$ cat config.mk
export PLATFORM = sky130hd
export DESIGN_NAME = rr_arbiter8
export DESIGN_NICKNAME = d
export VERILOG_FILES = /design/src/rtl/rr_arbiter8.sv
export SDC_FILE = /design/constraint.sdc
export NUM_CORES = 1
export LEC_CHECK = 0
export CORE_ASPECT_RATIO = 1.2
export CORE_UTILIZATION = 28
export CTS_BUF_LIST = sky130_fd_sc_hd__clkbuf_2
export DETAILED_ROUTE_END_ITERATION = 6
export HOLD_SLACK_MARGIN = 0.02
export MAX_ROUTING_LAYER = met4
export PLACE_DENSITY = 0.56
export SETUP_SLACK_MARGIN = 0.3
export SLEW_MARGIN = 5
export SYNTH_ARGS = -nofsm -noshare
export SYNTH_HDL_FRONTEND = slang
export SYNTH_SLANG_ARGS = --single-unit
$ cat constraint.sdc
create_clock -name CLK -period 4 [get_ports CLK]
set_input_delay 0.8 -clock CLK [delete_from_list [all_inputs] [get_ports CLK]]
set_output_delay 0.8 -clock CLK [all_outputs]
set_load 0.01 [all_outputs]
$ cat src/rtl/rr_arbiter8.sv
// rr_arbiter8: round-robin arbiter for 8 requesters sharing one datapath port.
// Grants are registered, one-hot, and held while the owner keeps requesting.
// After each release the priority pointer moves one past the last owner.
// One idle bubble cycle always follows a release before the next arbitration.
// Optional build macro ARB_TIMEOUT_EN: forces a release after MAX_HOLD
// consecutive grant cycles so that one requester cannot hold the port forever.
module rr_arbiter8 #(
  parameter int unsigned MAX_HOLD = 16,
  parameter int unsigned CNT_W    = 8
) (
  input  logic       CLK,
  input  logic       RST,
  input  logic [7:0] REQ,
  output logic [7:0] GNT,
  output logic [2:0] GNT_ID,
  output logic       BUSY
);

  typedef enum logic {IDLE, GRANT} state_t;

  state_t             state_q, state_d;
  logic [2:0]         ptr_q, ptr_d;
  logic [2:0]         id_q, id_d;
  logic [CNT_W-1:0]   cnt_q, cnt_d;
  logic [7:0]         gnt_q, gnt_d;
  logic               busy_q, busy_d;

  logic               win_found;
  logic [2:0]         win_id;
  logic [2:0]         cand;
  logic               timeout_hit;
  logic               owner_release;

  // Reject parameter sets the hold counter cannot represent.
  if (MAX_HOLD < 2 || MAX_HOLD > 255 || (MAX_HOLD >> CNT_W) != 0) begin : g_param_check
    $error("rr_arbiter8: MAX_HOLD must be 2..255 and below 2**CNT_W");
  end

  // Scan requesters starting at the pointer, wrapping at 7 -> 0.
  always_comb begin
    // NOTE: every variable driven here gets a default first, otherwise
    // paths that skip an assignment would infer a latch.
    win_found = 1'b0;
    win_id    = ptr_q;
    cand      = ptr_q;
    for (int i = 0; i < 8; i++) begin
      cand = ptr_q + 3'(i);
      if (!win_found && REQ[cand]) begin
        win_found = 1'b1;
        win_id    = cand;
      end
    end
  end

`ifdef ARB_TIMEOUT_EN
  // The owner has already used MAX_HOLD-1 cycles; this edge ends the tenure.
  assign timeout_hit = (cnt_q == CNT_W'(MAX_HOLD - 1));
`else
  assign timeout_hit = 1'b0;
`endif

  // The owner gives up the port either by dropping its request or by timeout.
  assign owner_release = (state_q == GRANT) && (!REQ[id_q] || timeout_hit);

  // State register.
  always_ff @(posedge CLK or posedge RST) begin
    if (RST) begin
      state_q <= IDLE;
    end else begin
      // NOTE: sequential state uses non-blocking assignment so every register
      // samples the pre-edge values regardless of statement order.
      state_q <= state_d;
    end
  end

  // Next-state logic: arbitrate from IDLE, fall back to IDLE on any release.
  always_comb begin
    state_d = state_q;
    unique case (state_q)
      IDLE:    if (win_found)     state_d = GRANT;
      GRANT:   if (owner_release) state_d = IDLE;
      default:                    state_d = IDLE;
    endcase
  end

  // Output and datapath next values for grant, owner, pointer and hold count.
  always_comb begin
    gnt_d  = gnt_q;
    busy_d = busy_q;
    id_d   = id_q;
    ptr_d  = ptr_q;
    cnt_d  = cnt_q;
    unique case (state_q)
      IDLE: begin
        if (win_found) begin
          gnt_d  = 8'b1 << win_id;
          busy_d = 1'b1;
          id_d   = win_id;
          cnt_d  = '0;
        end else begin
          gnt_d  = 8'h00;
          busy_d = 1'b0;
        end
      end
      GRANT: begin
        if (owner_release) begin
          // Owner keeps its ID visible; it becomes lowest priority next round.
          gnt_d  = 8'h00;
          busy_d = 1'b0;
          ptr_d  = id_q + 3'd1;
          cnt_d  = '0;
        end else if (cnt_q != '1) begin
          cnt_d  = cnt_q + 1'b1;
        end
      end
      default: begin
        gnt_d  = 8'h00;
        busy_d = 1'b0;
      end
    endcase
  end

  // Registered outputs and arbitration bookkeeping.
  always_ff @(posedge CLK or posedge RST) begin
    if (RST) begin
      gnt_q  <= 8'h00;
      busy_q <= 1'b0;
      id_q   <= 3'd0;
      ptr_q  <= 3'd0;
      cnt_q  <= '0;
    end else begin
      gnt_q  <= gnt_d;
      busy_q <= busy_d;
      id_q   <= id_d;
      ptr_q  <= ptr_d;
      cnt_q  <= cnt_d;
    end
  end

  assign GNT    = gnt_q;
  assign GNT_ID = id_q;
  assign BUSY   = busy_q;

endmodule

==> impl_metrics.xml, run 1 <==
<?xml version="1.0" encoding="UTF-8"?>
<metrics>
  <group name="run_status">
    <metric name="outcome" unit="">completed</metric>
  </group>
  <group name="cells_and_area">
    <metric name="fill_cells" unit="">628</metric>
    <metric name="finalNetCount" unit="">201</metric>
    <metric name="multiInputGateArea" unit="sq um">1190</metric>
    <metric name="area.growth.synth_to_final" unit="%">17.9</metric>
    <metric name="final_common_cell" unit="">nand2_1</metric>
    <metric name="antenna-diode-count" unit="">0</metric>
    <metric name="final_layout_size_suffix_gt1_frac" unit="">0.172</metric>
    <metric name="layout_common_cells" unit="">22 x nand2_1, 21 x clkdlybuf4s50_1, 16 x dfrtp_1</metric>
    <metric name="sequential_cell_area" unit="sq um">400</metric>
  </group>
  <group name="floorplan">
    <metric name="pin_count" unit="">22</metric>
    <metric name="die_width" unit="microns">72.6</metric>
    <metric name="initial_utilization" unit="">0.293</metric>
    <metric name="design.die.area" unit="sq um">6290</metric>
    <metric name="core_region_area" unit="sq um">5710</metric>
    <metric name="floorplan_row_count" unit="">30</metric>
    <metric name="height_of_the_chip" unit="microns">86.7</metric>
  </group>
  <group name="setup_path">
    <metric name="path_cells" unit="">clkdlybuf4s50_1 &gt; mux4_2 &gt; or2_4 &gt; o2bb2ai_4 &gt; and4b_1 &gt; a31o_1 &gt; nor2_1 &gt; a32o_1</metric>
    <metric name="worst-endpoint-required" unit="ps">4190</metric>
    <metric name="crit_path_largest_cell_delay" unit="ps">600</metric>
    <metric name="worst-setup-path-type" unit="">input port to flop</metric>
    <metric name="cp-end-kind" unit="">flop</metric>
    <metric name="cp_slowest_cell" unit="">mux4_2</metric>
    <metric name="crit_path_start_kind" unit="">input port</metric>
    <metric name="path_delay_family" unit="">compound AO/OA/AOI/OAI gates</metric>
    <metric name="worstPathMaxFanout" unit="">10</metric>
    <metric name="timing.critical_path.arrival" unit="ps">3570</metric>
    <metric name="cp.buffers_inverters" unit="">1</metric>
  </group>
  <group name="sta">
    <metric name="grt_setup_unrepaired" unit="">no</metric>
    <metric name="fin_hold_viols" unit="">0</metric>
    <metric name="post_route_skew" unit="ps">5.20</metric>
    <metric name="number_of_max_slew_violations_in_the_final_report" unit="">0</metric>
    <metric name="fin_tns_setup" unit="ps">0</metric>
    <metric name="max-slew-margin-rel" unit="">0.540</metric>
    <metric name="setup_viol_count_final" unit="">0</metric>
    <metric name="max_clk_rate" unit="MHz">296</metric>
    <metric name="period_share" unit="">0.845</metric>
    <metric name="final.hold.worst_slack" unit="ps">500</metric>
    <metric name="layout_setup_ws" unit="ps">618</metric>
    <metric name="worstMarginPinSlew" unit="ps">689</metric>
    <metric name="period_minus_slack" unit="ps">3380</metric>
  </group>
  <group name="drt">
    <metric name="drcViolationCount" unit="">0</metric>
    <metric name="vias" unit="">1373</metric>
    <metric name="avgViaCountPerCell" unit="">5.16</metric>
    <metric name="dr.first_iter.drc_count" unit="">46</metric>
    <metric name="detail-route-antenna-nets" unit="">0</metric>
    <metric name="wl_per_cell" unit="microns">14.9</metric>
    <metric name="routed_wirelength" unit="microns">3970</metric>
    <metric name="drt_pre_antenna_iters" unit="">4</metric>
  </group>
  <group name="job">
    <metric name="max_cap_violations" unit="">0</metric>
  </group>
  <group name="synthesis">
    <metric name="synth_largest_area_cell" unit="">dfrtp_1</metric>
    <metric name="ys_seq_elements" unit="">16</metric>
    <metric name="synth_warnings" unit="">0</metric>
    <metric name="synth.top_cells.by_area" unit="">dfrtp_1 24%, mux4_2 16%, mux2i_1 6.0%</metric>
    <metric name="synth_nets" unit="">180</metric>
    <metric name="synth.cell_area" unit="sq um">1670</metric>
    <metric name="postSynthCellCount" unit="">167</metric>
    <metric name="avgSynthCellArea" unit="sq um">10.0</metric>
    <metric name="synth_seq_area_share" unit="">0.239</metric>
    <metric name="synth_top_cell_area_share" unit="">0.239</metric>
    <metric name="asyncSetResetFlopFracSynth" unit="">1.00</metric>
    <metric name="dominantRegCellSynth" unit="">dfrtp_1</metric>
    <metric name="yosys.cell_types.count" unit="">47</metric>
    <metric name="count_of_flip_flops_with_a_built_in_enable_after_synthesis" unit="">0</metric>
  </group>
  <group name="clock_tree">
    <metric name="clk_latency" unit="ps">280</metric>
    <metric name="cts_hold_buffers" unit="">0</metric>
    <metric name="cts_inserted_buffers" unit="">3</metric>
    <metric name="clockBufferDepth" unit="">2</metric>
    <metric name="post_cts.resized_instances" unit="">0</metric>
    <metric name="cts_root_buf" unit="">clkbuf_2</metric>
    <metric name="clock_sinks" unit="">16</metric>
    <metric name="tritoncts_clock_tree" unit="">built</metric>
    <metric name="total_setup_buffers_inserted_after_cts" unit="">0</metric>
    <metric name="htree_num_levels" unit="">1</metric>
    <metric name="clk_pin_slew_worst_paths" unit="ps">150</metric>
  </group>
  <group name="placed_design">
    <metric name="post-place-ws" unit="ps">328</metric>
    <metric name="detailedPlacementHpwl" unit="microns">3060</metric>
    <metric name="globalplace.congestion" unit="">0.888</metric>
    <metric name="numPortBuffers" unit="">21</metric>
  </group>
  <group name="global_routing">
    <metric name="grt_pass1_vias" unit="">1348</metric>
    <metric name="antenna_found_initial" unit="">0</metric>
    <metric name="gr-total-overflow" unit="">0</metric>
    <metric name="global_route.usage.total" unit="">0.136</metric>
    <metric name="grt_pass1_wl" unit="microns">6580</metric>
    <metric name="grt_max_degree" unit="">19</metric>
  </group>
  <group name="hold_path">
    <metric name="hp-class" unit="">flop to flop</metric>
  </group>
</metrics>
-- state kept, by name, indices dropped and copies added, names as in the netlist --
| name | cells |
|---|---|
| GNT | 8 |
| GNT_ID | 3 |
| ptr_q | 3 |
| BUSY | 1 |
| state_q | 1 |
-- area by class of cell --
type                            count  share of cell area
Multi-Input combinational cell    136               0.603
Sequential cell                    16               0.203
Timing Repair Buffer               26               0.126
Tap cell                           80              0.0508
Inverter                            5             0.00952
Clock buffer                        3             0.00761
-- metrics by stage --
stage	area, sq um	cells	util
CTS	1970	266	0.346
floorplan	1670	167	-
global placement	1960	263	0.343
detailed placement	1960	263	0.343
finish	1970	266	0.346
global route	1970	266	0.346
-- kinds of logic after synthesis --
family	Yosys count	share of synthesized area
AND/OR/NAND/NOR	56	0.180
AO/OA/AOI/OAI	43	0.218
multiplexers	26	0.250
flip-flops	16	0.239
buffers and inverters	15	0.0494
XOR/XNOR	8	0.0419
adder cells (fa/ha/maj)	3	0.0224
-- worst register-to-register path, delay by kind of cell, from the launching register on --
kind | cells | cell delay, ps
flops | 1 | 380
compound gates | 3 | 930
simple gates | 2 | 430
buf+inv | 1 | 240
fa+ha+maj | 1 | 390
mux | 2 | 880
-- path summary, 6_finish.rpt --
check                          from       to  slack (ps)  cells after the start
setup / recovery             REQ[2]   GNT[4]         620                      8
hold / removal               GNT[0]   GNT[0]         500                      2
setup reg to reg           ptr_q[0]   GNT[4]         680                      9
hold reg to reg              GNT[0]   GNT[0]         500                      2
max in group asynchronous       RST  state_q        2730                      2
min in group asynchronous       RST     BUSY         870                      2
-- synthesized netlist by cell type, types with 4 or more instances --
library cell  number
a21oi_1            7
nor2_1            10
and2_1             5
a32o_1             4
mux4_2            12
o21ai_0            6
nand2_1           22
xnor2_1            6
mux2i_1           10
nand2b_1           6
dfrtp_1           16
o31ai_1            4
inv_1              5
buf_4              4
-- metal layers --
metal,GRT usage,vias up,wire [microns]
li1,-,680,-
met5,-,-,0
met4,0.0214,0,19
met1,0.177,665,1820
met2,0.235,26,2060
met3,0.0105,2,71
Power of run 1 is not shown: default switching activity piles up to over one toggle a cycle in this logic, so the estimate is an artifact.
==> inputs of run 2 (changes only) <==
==> constraint.sdc (replaced) <==
create_clock -name CLK -period 3.5 [get_ports CLK]
set_input_delay 0.7 -clock CLK [delete_from_list [all_inputs] [get_ports CLK]]
set_output_delay 0.7 -clock CLK [all_outputs]
set_load 0.01 [all_outputs]
==> impl_metrics.xml, run 2 (same netlist as run 1, synthesis figures left out) <==
<?xml version="1.0" encoding="UTF-8"?>
<metrics>
  <group name="setup_path">
    <metric name="worstPathMaxFanout" unit="">7</metric>
    <metric name="cp_slowest_cell" unit="">clkdlybuf4s50_1</metric>
    <metric name="critPathLaunch" unit="">REQ[5]</metric>
    <metric name="timing.critical_path.arrival" unit="ps">3320</metric>
    <metric name="path_delay_family" unit="">multiplexers</metric>
    <metric name="worst-endpoint-required" unit="ps">3700</metric>
    <metric name="crit_path_start_kind" unit="">input port</metric>
    <metric name="cp.buffers_inverters" unit="">1</metric>
    <metric name="worst-setup-path-type" unit="">input port to flop</metric>
    <metric name="r2r_startpoint" unit="">ptr_q[1]</metric>
    <metric name="crit_path_largest_cell_delay" unit="ps">530</metric>
    <metric name="path_cells" unit="">clkdlybuf4s50_1 &gt; mux4_2 &gt; mux2_2 &gt; o2bb2ai_4 &gt; and4b_2 &gt; a221oi_4 &gt; xnor2_1 &gt; nor2_1 &gt; a32o_1</metric>
    <metric name="cp-end-kind" unit="">flop</metric>
  </group>
  <group name="sta">
    <metric name="grt_setup_unrepaired" unit="">no</metric>
    <metric name="period_minus_slack" unit="ps">3110</metric>
    <metric name="period_share" unit="">0.890</metric>
    <metric name="max_clk_rate" unit="MHz">321</metric>
    <metric name="setup_viol_count_final" unit="">0</metric>
    <metric name="worstMarginPinSlew" unit="ps">711</metric>
    <metric name="max-slew-margin-rel" unit="">0.525</metric>
    <metric name="number_of_max_slew_violations_in_the_final_report" unit="">0</metric>
    <metric name="fin_tns_setup" unit="ps">0</metric>
    <metric name="post_route_skew" unit="ps">3.28</metric>
    <metric name="fin_hold_viols" unit="">0</metric>
  </group>
  <group name="floorplan">
    <metric name="core_region_area" unit="sq um">5710</metric>
    <metric name="design.die.area" unit="sq um">6290</metric>
    <metric name="height_of_the_chip" unit="microns">86.7</metric>
    <metric name="floorplan_row_count" unit="">30</metric>
    <metric name="initial_utilization" unit="">0.293</metric>
    <metric name="pin_count" unit="">22</metric>
    <metric name="die_width" unit="microns">72.6</metric>
  </group>
  <group name="drt">
    <metric name="drt_pre_antenna_iters" unit="">4</metric>
    <metric name="routed_wirelength" unit="microns">4240</metric>
    <metric name="detail-route-antenna-nets" unit="">0</metric>
    <metric name="dr.first_iter.drc_count" unit="">29</metric>
    <metric name="wl_per_cell" unit="microns">15.0</metric>
    <metric name="avgViaCountPerCell" unit="">5.13</metric>
    <metric name="vias" unit="">1453</metric>
    <metric name="drcViolationCount" unit="">0</metric>
  </group>
  <group name="cells_and_area">
    <metric name="fill_cells" unit="">610</metric>
    <metric name="area.growth.synth_to_final" unit="%">29.7</metric>
    <metric name="final_util" unit="">0.380</metric>
    <metric name="finalNetCount" unit="">217</metric>
    <metric name="antenna-diode-count" unit="">0</metric>
    <metric name="largest_register_ffs" unit="">8</metric>
    <metric name="layout_common_cells" unit="">22 x nand2_1, 21 x buf_4, 20 x clkdlybuf4s50_1</metric>
    <metric name="post-route-cell-area" unit="sq um">2170</metric>
    <metric name="final_common_cell" unit="">nand2_1</metric>
    <metric name="final_layout_size_suffix_gt1_frac" unit="">0.276</metric>
  </group>
  <group name="global_routing">
    <metric name="gr-total-overflow" unit="">0</metric>
    <metric name="grt_pass1_wl" unit="microns">6890</metric>
    <metric name="antenna_found_initial" unit="">0</metric>
    <metric name="grt_pass1_vias" unit="">1422</metric>
    <metric name="grt_max_degree" unit="">17</metric>
    <metric name="global_route.usage.total" unit="">0.142</metric>
  </group>
  <group name="placed_design">
    <metric name="numPortBuffers" unit="">21</metric>
    <metric name="globalplace.congestion" unit="">0.841</metric>
    <metric name="detailedPlacementHpwl" unit="microns">3180</metric>
    <metric name="placed_area" unit="sq um">2020</metric>
  </group>
  <group name="clock_tree">
    <metric name="htree_num_levels" unit="">1</metric>
    <metric name="clock_sinks" unit="">16</metric>
    <metric name="clockBufferDepth" unit="">2</metric>
    <metric name="cts_hold_buffers" unit="">0</metric>
    <metric name="clk_latency" unit="ps">290</metric>
    <metric name="cts_inserted_buffers" unit="">3</metric>
    <metric name="clk_pin_slew_worst_paths" unit="ps">150</metric>
    <metric name="tritoncts_clock_tree" unit="">built</metric>
    <metric name="cts_root_buf" unit="">clkbuf_2</metric>
  </group>
  <group name="run_status">
    <metric name="outcome" unit="">completed</metric>
  </group>
  <group name="job">
    <metric name="max_cap_violations" unit="">0</metric>
  </group>
  <group name="hold_path">
    <metric name="hold_start" unit="">GNT[2]</metric>
    <metric name="hp-class" unit="">flop to flop</metric>
  </group>
</metrics>
run 2: final timing paths:
check | slack (ps) | cells past startpoint | to
worst min register to register | 500 | 2 | GNT[2]
worst max-delay path | 390 | 9 | GNT[5]
worst max register to register | 470 | 10 | GNT[5]
min in group asynchronous | 760 | 2 | GNT[3]
worst min-delay path | 500 | 2 | GNT[2]
max in group asynchronous | 2300 | 2 | ptr_q[0]
run 2: timing repair:
action	in CTS	in global routing
buffers inserted	0	8
gates resized for setup	2	11
pin swaps	0	5
endpoints found under the setup margin	10	11
run 2: per-stage QoR:
| stage | hold slack [ps] | setup slack, ps | cells |
|---|---|---|---|
| 2_1_floorplan | 514 | 357 | 167 |
| 3_3_place_gp | 465 | 61.8 | 271 |
| 3_5_place_dp | 467 | 71.8 | 271 |
| 4_1_cts | 502 | 301 | 275 |
| 5_1_grt | 530 | 279 | 283 |
| 6_report | 501 | 386 | 283 |
run 2: area by class of cell:
type	instances	area [sq um]	area share
Clock buffer	3	15.0	0.00692
Clock inverter	1	3.75	0.00173
Inverter	5	18.8	0.00865
Multi-Input combinational cell	136	1260	0.581
Sequential cell	16	402	0.185
Tap cell	80	100	0.0461
Timing Repair Buffer	42	370	0.171
run 2: worst min-delay path: cells and delay by family (launching register included):
| kind | cells | cell delay, ps |
|---|---|---|
| simple gates | 1 | 50 |
| compound gates | 1 | 50 |
| flops | 1 | 370 |
run 2: per-layer routing:
metal	global-route usage	routed length, microns	vias up
met3	0.0256	90	2
met2	0.234	2260	25
met1	0.181	1880	710
li1	-	-	716
met4	0.0267	18	0
met5	-	0	-
Power of run 2 is left out for the same reason.
==> inputs of run 3 (changes only) <==
--- a/config.mk
+++ b/config.mk
@@ -6,6 +6,7 @@
 export NUM_CORES = 1
 export LEC_CHECK = 0
 export CORE_ASPECT_RATIO = 1.2
+export CORE_MARGIN = 3
 export CORE_UTILIZATION = 28
 export CTS_BUF_LIST = sky130_fd_sc_hd__clkbuf_2
 export DETAILED_ROUTE_END_ITERATION = 6
==> impl_metrics.xml, run 3 (same netlist as run 1, synthesis figures left out) <==
<?xml version="1.0" encoding="UTF-8"?>
<metrics>
  <group name="placed_design">
    <metric name="numPortBuffers" unit="">21</metric>
    <metric name="placed_area" unit="sq um">2020</metric>
    <metric name="globalplace.congestion" unit="">0.867</metric>
    <metric name="detailedPlacementHpwl" unit="microns">3190</metric>
  </group>
  <group name="setup_path">
    <metric name="cp-end-kind" unit="">flop</metric>
    <metric name="timing.reg2reg.setup_slack" unit="ps">510</metric>
    <metric name="worst-setup-path-type" unit="">input port to flop</metric>
    <metric name="crit_path_largest_cell_delay" unit="ps">520</metric>
    <metric name="worstReg2RegEnd" unit="">GNT[6]</metric>
    <metric name="worstPathMaxFanout" unit="">9</metric>
    <metric name="crit_path_start_kind" unit="">input port</metric>
    <metric name="reg2reg_depth" unit="">11</metric>
    <metric name="timing.critical_path.arrival" unit="ps">3300</metric>
    <metric name="worst-endpoint-required" unit="ps">3680</metric>
    <metric name="r2r_startpoint" unit="">ptr_q[1]</metric>
    <metric name="cp_slowest_cell" unit="">clkdlybuf4s50_1</metric>
    <metric name="path_cells" unit="">clkdlybuf4s50_1 &gt; mux4_2 &gt; mux2_2 &gt; o2bb2ai_4 &gt; nand3_4 &gt; nor3b_2 &gt; o32ai_4 &gt; mux2_1</metric>
  </group>
  <group name="sta">
    <metric name="number_of_max_slew_violations_in_the_final_report" unit="">0</metric>
    <metric name="fin_tns_setup" unit="ps">0</metric>
    <metric name="grt_setup_unrepaired" unit="">yes</metric>
    <metric name="max-slew-margin-rel" unit="">0.531</metric>
    <metric name="max_clk_rate" unit="MHz">321</metric>
    <metric name="setup_viol_count_final" unit="">0</metric>
    <metric name="period_share" unit="">0.891</metric>
    <metric name="post_route_skew" unit="ps">10.5</metric>
    <metric name="period_minus_slack" unit="ps">3120</metric>
    <metric name="worstMarginPinSlew" unit="ps">703</metric>
    <metric name="fin_hold_viols" unit="">0</metric>
  </group>
  <group name="hold_path">
    <metric name="hold_path_depth" unit="">2</metric>
    <metric name="holdPathEnd" unit="">BUSY</metric>
    <metric name="hp-class" unit="">flop to flop</metric>
    <metric name="hold_start" unit="">BUSY</metric>
  </group>
  <group name="global_routing">
    <metric name="gr-total-overflow" unit="">0</metric>
    <metric name="grt_pass1_vias" unit="">1468</metric>
    <metric name="global_route.usage.total" unit="">0.126</metric>
    <metric name="grt_max_degree" unit="">19</metric>
    <metric name="grt_pass1_wl" unit="microns">7040</metric>
    <metric name="antenna_found_initial" unit="">0</metric>
  </group>
  <group name="floorplan">
    <metric name="design.die.area" unit="sq um">6940</metric>
    <metric name="initial_utilization" unit="">0.293</metric>
    <metric name="height_of_the_chip" unit="microns">90.7</metric>
    <metric name="floorplan_row_count" unit="">30</metric>
    <metric name="core_region_area" unit="sq um">5710</metric>
    <metric name="die_width" unit="microns">76.6</metric>
    <metric name="pin_count" unit="">22</metric>
  </group>
  <group name="clock_tree">
    <metric name="clk_latency" unit="ps">280</metric>
    <metric name="cts_root_buf" unit="">clkbuf_2</metric>
    <metric name="cts_inserted_buffers" unit="">3</metric>
    <metric name="tritoncts_clock_tree" unit="">built</metric>
    <metric name="clk_pin_slew_worst_paths" unit="ps">150</metric>
    <metric name="clockBufferDepth" unit="">2</metric>
    <metric name="htree_num_levels" unit="">1</metric>
    <metric name="clock_sinks" unit="">16</metric>
  </group>
  <group name="cells_and_area">
    <metric name="area.growth.synth_to_final" unit="%">29.2</metric>
    <metric name="largest_register_ffs" unit="">8</metric>
    <metric name="final_common_cell" unit="">nand2_1</metric>
    <metric name="post-route-cell-area" unit="sq um">2160</metric>
    <metric name="antenna-diode-count" unit="">0</metric>
    <metric name="final_layout_size_suffix_gt1_frac" unit="">0.263</metric>
    <metric name="layout_common_cells" unit="">22 x nand2_1, 19 x clkdlybuf4s50_1, 15 x dfrtp_1, 15 x buf_4, 12 x mux4_2</metric>
    <metric name="finalNetCount" unit="">212</metric>
  </group>
  <group name="drt">
    <metric name="routed_wirelength" unit="microns">4120</metric>
    <metric name="vias" unit="">1431</metric>
    <metric name="drcViolationCount" unit="">0</metric>
    <metric name="dr.first_iter.drc_count" unit="">46</metric>
    <metric name="avgViaCountPerCell" unit="">5.15</metric>
    <metric name="detail-route-antenna-nets" unit="">0</metric>
    <metric name="wl_per_cell" unit="microns">14.8</metric>
    <metric name="drt_pre_antenna_iters" unit="">4</metric>
  </group>
  <group name="run_status">
    <metric name="outcome" unit="">completed</metric>
  </group>
  <group name="job">
    <metric name="max_cap_violations" unit="">0</metric>
  </group>
</metrics>
==> run 3: cell types whose count changed in the layout (fill, tap and decap cells not counted), sizes merged <==
| cell | previous run | this run |
|---|---|---|
| buf | 21 | 16 |
| clkdlybuf4s50 | 20 | 19 |
| dlymetal6s2s | 1 | 2 |
==> run 3: per-layer routing <==
metal / up-vias / wire length (microns) / track usage
met3: 4 / 74 / 0.00898
met1: 697 / 1760 / 0.152
met5: - / 0 / -
met4: 0 / 27 / 0.0363
li1: 700 / - / -
met2: 30 / 2250 / 0.223
==> run 3: worst max-delay path: cells and delay by family <==
kind	cells	cell delay [ps]
multiplexers	3	1150
buffers and inverters	1	520
AO/OA/AOI/OAI	2	470
AND/OR/NAND/NOR	2	450
==> run 3: repair_timing <==
item,in CTS,in global routing
pin swaps,0,5
gates resized for setup,1,14
setup endpoints to repair,10,11
setup buffers,0,2
hold buffers,0,0
==> run 3: per-stage QoR <==
stage                      util  hold WS (ps)  setup slack (ps)  cells
after floorplan               -           514               357    167
after global placement    0.355           463              79.4    272
after detailed placement  0.355           462              77.3    272
after CTS                 0.359           499               301    276
after global routing      0.379           535               238    278
final                     0.379           497               380    278
==> run 3: final cells by class <==
type                    count  area [sq um]
clock buffers               3          15.0
clock inverters             1          3.75
fillers                   610          3540
inverters                   5          18.8
multi-input cells         136          1270
flip-flops and latches     16           402
well taps                  80           100
repair buffers             37           348
==> run 3: worst max path at each step <==
stage / start / endpoint / slack, ps / cells after the start
after global placement: REQ[0] / GNT[3] / 80 / 11
after floorplan: ptr_q[1] / GNT_ID[2] / 360 / 11
final: REQ[7] / GNT_ID[2] / 380 / 8
after global routing: REQ[0] / GNT[3] / 240 / 11
after CTS: ptr_q[0] / GNT[6] / 300 / 11
after detailed placement: REQ[3] / GNT[5] / 80 / 9
Power of run 3 is left out for the same reason.
